==> config.mk <==
export PLATFORM = sky130hd
export DESIGN_NAME = aes_word_serializer_flat
export DESIGN_NICKNAME = d
export VERILOG_FILES = /design/src/rtl/aes_pkg.sv /design/src/rtl/aes_word_serializer_if.sv /design/src/rtl/aes_word_serializer.sv /design/src/flat_wrapper.sv
export SDC_FILE = /design/constraint.sdc
export NUM_CORES = 1
export LEC_CHECK = 0
export BUFFER_PORTS_ARGS = -buffer_cell sky130_fd_sc_hd__buf_4
export CAP_MARGIN = 20
export CORE_ASPECT_RATIO = 0.5
export CORE_MARGIN = 1.5
export CORE_UTILIZATION = 24
export CTS_BUF_LIST = sky130_fd_sc_hd__clkbuf_4 sky130_fd_sc_hd__clkbuf_8 sky130_fd_sc_hd__clkbuf_16
export DETAILED_ROUTE_END_ITERATION = 10
export PLACE_DENSITY = 0.45
export REMOVE_ABC_BUFFERS = 1
export SLEW_MARGIN = 10
export SYNTH_ARGS = -nofsm -noshare
export SYNTH_HDL_FRONTEND = slang
export SYNTH_SLANG_ARGS = --single-unit
==> constraint.sdc <==
create_clock -name clk -period 4.5 [get_ports clk]
set_input_delay 0.45 -clock clk [delete_from_list [all_inputs] [get_ports clk]]
set_output_delay 0.45 -clock clk [all_outputs]
set_load 0.005 [all_outputs]
==> src/rtl/aes_pkg.sv <==
// rtl/aes_pkg.sv - shared widths, word/block types and serializer state encoding
package aes_pkg;

    localparam int WORD_W  = 32;
    localparam int NWORDS  = 4;
    localparam int BLOCK_W = WORD_W * NWORDS;
    localparam int SEL_W   = $clog2(NWORDS);

    typedef logic [WORD_W-1:0]  word_t;
    typedef logic [BLOCK_W-1:0] block_t;
    typedef logic [SEL_W-1:0]   sel_t;

    typedef enum logic {IDLE, SEND} ser_state_t;

endpackage

==> src/rtl/aes_word_serializer_if.sv <==
// rtl/aes_word_serializer_if.sv - block-in / word-out handshake bundle of the serializer
interface aes_word_serializer_if #(
    parameter int WORD_W = aes_pkg::WORD_W,
    parameter int NWORDS = aes_pkg::NWORDS
);
    localparam int SEL_W = $clog2(NWORDS);

    logic                       in_valid;
    logic                       in_ready;
    logic [WORD_W*NWORDS-1:0]   in_block;
    logic                       out_valid;
    logic                       out_ready;
    logic [WORD_W-1:0]          out_word;
    logic [SEL_W-1:0]           out_sel;
    logic                       out_last;
    logic                       busy;

    modport master (
        output in_valid, in_block, out_ready,
        input  in_ready, out_valid, out_word, out_sel, out_last, busy
    );

    modport slave (
        input  in_valid, in_block, out_ready,
        output in_ready, out_valid, out_word, out_sel, out_last, busy
    );

endinterface

==> src/rtl/aes_word_serializer.sv <==
// rtl/aes_word_serializer.sv - splits a 128-bit AES block into four indexed 32-bit words
module aes_word_serializer #(
    parameter int WORD_W = aes_pkg::WORD_W,
    parameter int NWORDS = aes_pkg::NWORDS
) (
    input  logic                  clk,
    input  logic                  rst_n,
    aes_word_serializer_if.slave  bus
);
    import aes_pkg::*;

    localparam int             BLK_W = WORD_W * NWORDS;
    localparam int             CNT_W = $clog2(NWORDS);
    localparam logic [CNT_W-1:0] LAST = CNT_W'(NWORDS - 1);

    logic [1:0]       rst_sync_q;
    logic             rst_int_n;
    ser_state_t       state_q, state_d;
    logic [CNT_W-1:0] cnt_q, cnt_d;
    logic [BLK_W-1:0] buf_q, buf_d;
    logic             out_valid, out_hs, at_last, in_ready, accept;
    logic [WORD_W-1:0] word_mux;

    // Reset asserts immediately but releases only after two clean clock edges.
    always_ff @(posedge clk or negedge rst_n) begin
        if (!rst_n) begin
            rst_sync_q <= '0;
        end else begin
            rst_sync_q <= {rst_sync_q[0], 1'b1};
        end
    end

    assign rst_int_n = rst_sync_q[1];

    always_ff @(posedge clk or negedge rst_int_n) begin
        if (!rst_int_n) begin
            state_q <= IDLE;
            cnt_q   <= '0;
            buf_q   <= '0;
        end else begin
            state_q <= state_d;
            cnt_q   <= cnt_d;
            buf_q   <= buf_d;
        end
    end

    always_comb begin
        out_valid = (state_q == SEND);
        out_hs    = out_valid && bus.out_ready;
        at_last   = (cnt_q == LAST);
        // The last word leaving frees the buffer in the same cycle, so a waiting block loads with no bubble.
        in_ready  = (state_q == IDLE) || (out_hs && at_last);
        accept    = bus.in_valid && in_ready;

        state_d = state_q;
        cnt_d   = cnt_q;
        buf_d   = buf_q;
        if (accept) begin
            buf_d   = bus.in_block;
            cnt_d   = '0;
            state_d = SEND;
        end else if (out_hs) begin
            if (at_last) begin
                state_d = IDLE;
                cnt_d   = '0;
            end else begin
                cnt_d = cnt_q + 1'b1;
            end
        end
    end

    always_comb begin
        word_mux = '0;
        for (int i = 0; i < NWORDS; i++) begin
            if (cnt_q == CNT_W'(i)) begin
                word_mux = buf_q[(NWORDS-1-i)*WORD_W +: WORD_W];
            end
        end
    end

    assign bus.in_ready  = in_ready;
    assign bus.out_valid = out_valid;
    assign bus.out_word  = word_mux;
    assign bus.out_sel   = cnt_q;
    assign bus.out_last  = out_valid && at_last;
    assign bus.busy      = out_valid;

endmodule

==> src/flat_wrapper.sv <==
// flat-port wrapper written by rule: the top's interface ports become plain ports
module aes_word_serializer_flat import aes_pkg::*;
#(
    parameter int WORD_W = aes_pkg::WORD_W,
    parameter int NWORDS = aes_pkg::NWORDS
)
  (clk, rst_n, bus_in_valid, bus_in_block, bus_out_ready, bus_in_ready, bus_out_valid, bus_out_word, bus_out_sel, bus_out_last, bus_busy);
  aes_word_serializer_if #(.WORD_W(WORD_W), .NWORDS(NWORDS)) bus_i ();
  input  logic clk;
  input  logic rst_n;
  input wire logic [$bits(bus_i.in_valid)-1:0] bus_in_valid;
  input wire logic [$bits(bus_i.in_block)-1:0] bus_in_block;
  input wire logic [$bits(bus_i.out_ready)-1:0] bus_out_ready;
  output wire logic [$bits(bus_i.in_ready)-1:0] bus_in_ready;
  output wire logic [$bits(bus_i.out_valid)-1:0] bus_out_valid;
  output wire logic [$bits(bus_i.out_word)-1:0] bus_out_word;
  output wire logic [$bits(bus_i.out_sel)-1:0] bus_out_sel;
  output wire logic [$bits(bus_i.out_last)-1:0] bus_out_last;
  output wire logic [$bits(bus_i.busy)-1:0] bus_busy;
  assign bus_i.in_valid = bus_in_valid;
  assign bus_i.in_block = bus_in_block;
  assign bus_i.out_ready = bus_out_ready;
  assign bus_in_ready = bus_i.in_ready;
  assign bus_out_valid = bus_i.out_valid;
  assign bus_out_word = bus_i.out_word;
  assign bus_out_sel = bus_i.out_sel;
  assign bus_out_last = bus_i.out_last;
  assign bus_busy = bus_i.busy;
  aes_word_serializer #(.WORD_W(WORD_W), .NWORDS(NWORDS)) u_core (.clk(clk), .rst_n(rst_n), .bus(bus_i));
endmodule
== After elaboration in Yosys (flattened, before gate mapping) ==
Index checks and enable logic that the tools add are counted.

* Bits in registers: 133
* Bits of input ports: 132

* Reduce and logical (&&, ||, !) cells: 9
* Muxes and demuxes: 10
* Eq/ne operators: 3
* Bitwise operators: 1
* $add $sub $neg: 1

{| class="wikitable"
|+ Operators by type and width
! cell !! number
|-
| 32-bit 2-to-1 mux || 4
|-
| 2-bit 2-to-1 mux || 3
|-
| 2-bit equality test (second input constant) || 2
|-
| 1-bit logical AND || 4
|-
| 2-bit nonzero test || 2
|-
| 1-bit 2-to-1 mux || 3
|-
| 2-bit by 1-bit adder with 2-bit output (second input constant) || 1
|-
| 2-bit by 1-bit equality test with 1-bit output (second input constant) || 1
|-
| 2-bit zero test || 1
|-
| 2-bit AND reduction || 1
|-
| 1-bit logical OR || 1
|-
| 1-bit NOT || 1
|}

== Longest topological paths before layout ==
* Depth after elaboration: 6
* Mapped depth: 6
* Depth with buffers taken out: 5

== Worst setup path after synthesis ==
No wires, ideal clock.

* Path kind: flip-flop to output port
* Start: register u_core.cnt_q[0], in the netlist u_core.bus.out_sel[0]
* End: output port bus_out_word[0]
* Required time: 4.050 ns
* Arrival: 1.392 ns
* Stages on the path, launching flop included: 6
* Setup slack: 2.658 ns
* Buffers on the path: 1
* Cells stage by stage: dfrtp_1 > ha_1 > inv_1 > clkbuf_1 > o22ai_1 > a31oi_1

* Longest elaborated chain between the ends: 5

{| class="wikitable"
|+ Ends and longest elaborated chain
! element !! line !! text
|-
| from (decl) || aes_word_serializer.sv:19 || <nowiki>logic [CNT_W-1:0] cnt_q, cnt_d;</nowiki>
|-
| from (signal assigned) || aes_word_serializer.sv:42 || <nowiki>cnt_q <= cnt_d;</nowiki>
|-
| 2-bit zero test || aes_word_serializer.sv:75 || <nowiki>if (cnt_q == CNT_W'(i)) begin</nowiki>
|-
| 32-bit 2-to-1 mux (3 in a row) || aes_word_serializer.sv:75 ||
|-
| 32-bit 2-to-1 mux (*) || aes_word_serializer.sv:75 ||
|-
| to (decl) || flat_wrapper.sv:16 || <nowiki>output wire logic [$bits(bus_i.out_word)-1:0] bus_out_word;</nowiki>
|}

Mark *: on every way between the ends. The rest lies on a longest branch, timed or not.

== Worst setup path after layout ==
* Start: register u_core.cnt_q[1], in the netlist u_core.bus.out_sel[1]
* End: output port bus_out_word[14]

The elaborated chain is that of the path after synthesis.

==> reports/metrics.yaml <==
ios: 170
hold_class: "input port to flip-flop"
placedCellCount: 940
critPathTopFamily: "adder cells"
die_height_um: 119
syn_area_sq_mm: 0.00647
fin_nets: 744
ys_ff_latch: 133
cts_tree: "yes"
synth.top_cell.area_share_pct: 51.4
path_buf_inv: 3
p_leak_nw: 4.20
viasPerCell: 4.30
path_max_fanout: 45
grt_start_max_net_pins: 81
fill_cells: 2694
post-synth-top-count-cell: "dfrtp_1"
place.gp.congestion: 0.764
worstPathRequired_ns: 4.05
synth_cells: 444
post_cts_buffers: 0
cp_common_cell: "buf_4"
dieArea_sq_mm: 0.0280
postSynth.asyncResetShare_pct: 100
setup_viol: 0
worstPathCellList: "inv_1 -> ha_2 -> buf_4 -> nand3b_1 -> a31oi_1 -> buf_4"
cts_max_level: 4
max_slew_margin_pct: 41.2
synthTopCellsByCount: "133 x dfrtp_1, 120 x mux2_4, 33 x nand2_1, 32 x a31oi_1, 32 x nand3b_1"
period_minus_slack_ns: 3.01
max_freq_mhz: 332
fin_skew_ns: 0.0156
slew_viol_final: 0
drt_iter0_markers: 221
numCtsBuffers: 17
io_buffers: 169
row_count: 42
grt.overflow.total: 0
drive_above_1_share_pct: 55.4
syn_avg_cell_area_sq_um: 14.6
cts_resized: 0
critPathSlowestCell: "ha_2"
crit_path_start_kind: "flip-flop"
yosysTopAreaCell: "dfrtp_1"
yosysSeqAreaShare_pct: 51.4
fp.dieW_um: 235
drt_wl_total_mm: 17.7
path_class: "flip-flop to output pin"
vias: 4185
grt_util_all_layers_pct: 13.1
clockBufferDepth: 2
ys.flop_type: "dfrtp_1"
p_per_area_mw_per_mm2: 752
area_growth_pct: 33.1
ant_nets: 0
cts_num_sinks: 133
core_sq_mm: 0.0265
finalCritPeriodShare_pct: 66.9
rsz0062_at_grt: "false"
postLayoutCellArea_sq_mm: 0.00862
peakVddDrop_mv: 0.296
grt_first_pass_wirelength_mm: 27.4
crit_path_end_kind: "output pin"
tns_ns: 0
first_pass_iters: 4
dpl.hpwl_mm: 11.8
root_buffer: "clkbuf_16"
clk_latency_ns: 0.43
fin_hold_ws_ns: 0.247
finalNonFillerCells: 974
finalHoldViolations: 0
path_clk_slew_ns: 0.07
status: "finished clean"
antenna_found_initial: 1
yosysWarnings: 0
synth-edff-count: 0
drc_errors: 0
max_cap_viol_count: 0
wire_per_inst_um: 18.2
yosys.cell_types.count: 27
initial_utilization_pct: 24.4
grt_pass1_vias: 4510
worst_pin_slew_ns: 0.882
dpl-instance-area_sq_mm: 0.00795
cp.arrival_ns: 2.56
synth_area_leaders: "dfrtp_1 51%, mux2_4 28%, nand3b_1 3.7%"
cpPeakStageDelay_ns: 0.76
cells in the final DEF (no fill, tap or decap):
| cell type | count |
|---|---|
| dlygate4sd3_1 | 1 |
| inv_1 | 3 |
| buf_12 | 1 |
| bufinv_16 | 5 |
| nand2_1 | 33 |
| mux2_4 | 120 |
| o31ai_1 | 1 |
| o21ai_0 | 1 |
| mux2_2 | 8 |
| buf_4 | 177 |
| a31oi_1 | 32 |
| clkinvlp_4 | 4 |
| clkinv_4 | 1 |
| nand2b_1 | 3 |
| conb_1 | 1 |
| diode_2 | 1 |
| dfrtp_1 | 132 |
| o22ai_1 | 31 |
| nand3_1 | 1 |
| ha_1 | 3 |
| and2_1 | 1 |
| a21oi_1 | 1 |
| a21bo_4 | 1 |
| a32o_1 | 1 |
| clkbuf_16 | 17 |
| clkbuf_4 | 1 |
| ha_2 | 1 |
| nand3b_1 | 32 |
| nand2_8 | 1 |
| nor2_2 | 1 |
| inv_6 | 4 |
| or3b_2 | 1 |
| dfrtp_4 | 1 |
power by group:
part           switching (W)  internal, W  total [W]  leakage, nW
Sequential          0.000355      0.00179    0.00215         1.59
Combinational        0.00110      0.00167    0.00277         2.30
Clock               0.000568     0.000997    0.00156        0.308
registers in the layout (all words and copies together), names as in the netlist:
signal,count
u_core.rst_sync_q,2
u_core.buf_q,128
u_core.bus.busy,1
u_core.bus.out_sel,2
layer usage:
| metal | track usage, % | part of all wire [%] | up-vias |
|---|---|---|---|
| met4 | 5.73 | 2.7 | 0 |
| met3 | 2.90 | 2.4 | 26 |
| met5 | 0 | 0 | - |
| li1 | - | - | 1953 |
| met1 | 16.4 | 45 | 2154 |
| met2 | 21.8 | 50 | 52 |
kinds of logic after synthesis:
logic type	count (synthesis)	share of synthesized area [%]
flip-flops	133	51.4
multiplexers	128	29.2
AND/OR/NAND/NOR	73	6.46
AO/OA/AOI/OAI	68	6.77
buffers and inverters	37	5.30
adder cells (fa/ha/maj)	4	0.773
other	1	0.0579
layout make-up:
cell class / instances / area, sq um / share of cell area [%]
Sequential cell: 133 / 3330 / 38.7
Multi-Input combinational cell: 274 / 2820 / 32.7
Timing Repair Buffer: 179 / 1360 / 15.8
Tap cell: 352 / 440 / 5.11
Clock buffer: 18 / 433 / 5.02
Clock inverter: 14 / 224 / 2.60
Inverter: 3 / 11.3 / 0.131
Antenna cell: 1 / 2.50 / 0.0290
metrics by stage:
step | total power, W | util [%] | worst slack, ns
after floorplan | 0.00384 | - | 0.520
after global placement | 0.00495 | 30.0 | 1.92
after detailed placement | 0.00497 | 30.0 | 1.90
after CTS | 0.00657 | 32.5 | 1.45
after global routing | 0.00688 | 32.5 | 1.25
final | 0.00648 | 32.5 | 1.49
repair_timing:
action	in CTS	in global routing
hold buffers	1	0
endpoints found under the setup margin	0	0
endpoints found under the hold margin	2	0
worst paths after layout:
kind | slack [ns] | from | to | depth (start not counted)
max in group asynchronous | 3.08 | u_core.rst_sync_q[1] | u_core.buf_q[45] | 1
min in group asynchronous | 0.33 | u_core.rst_sync_q[1] | u_core.buf_q[119] | 0
setup reg to reg | 1.93 | u_core.bus.out_sel[0] | u_core.buf_q[112] | 5
setup / recovery | 1.49 | u_core.bus.out_sel[1] | bus_out_word[14] | 6
hold reg to reg | 0.33 | u_core.rst_sync_q[1] | u_core.buf_q[119] | 0
hold / removal | 0.25 | bus_in_block[78] | u_core.buf_q[78] | 2
Note: power is estimated with default switching activity, not from simulation.
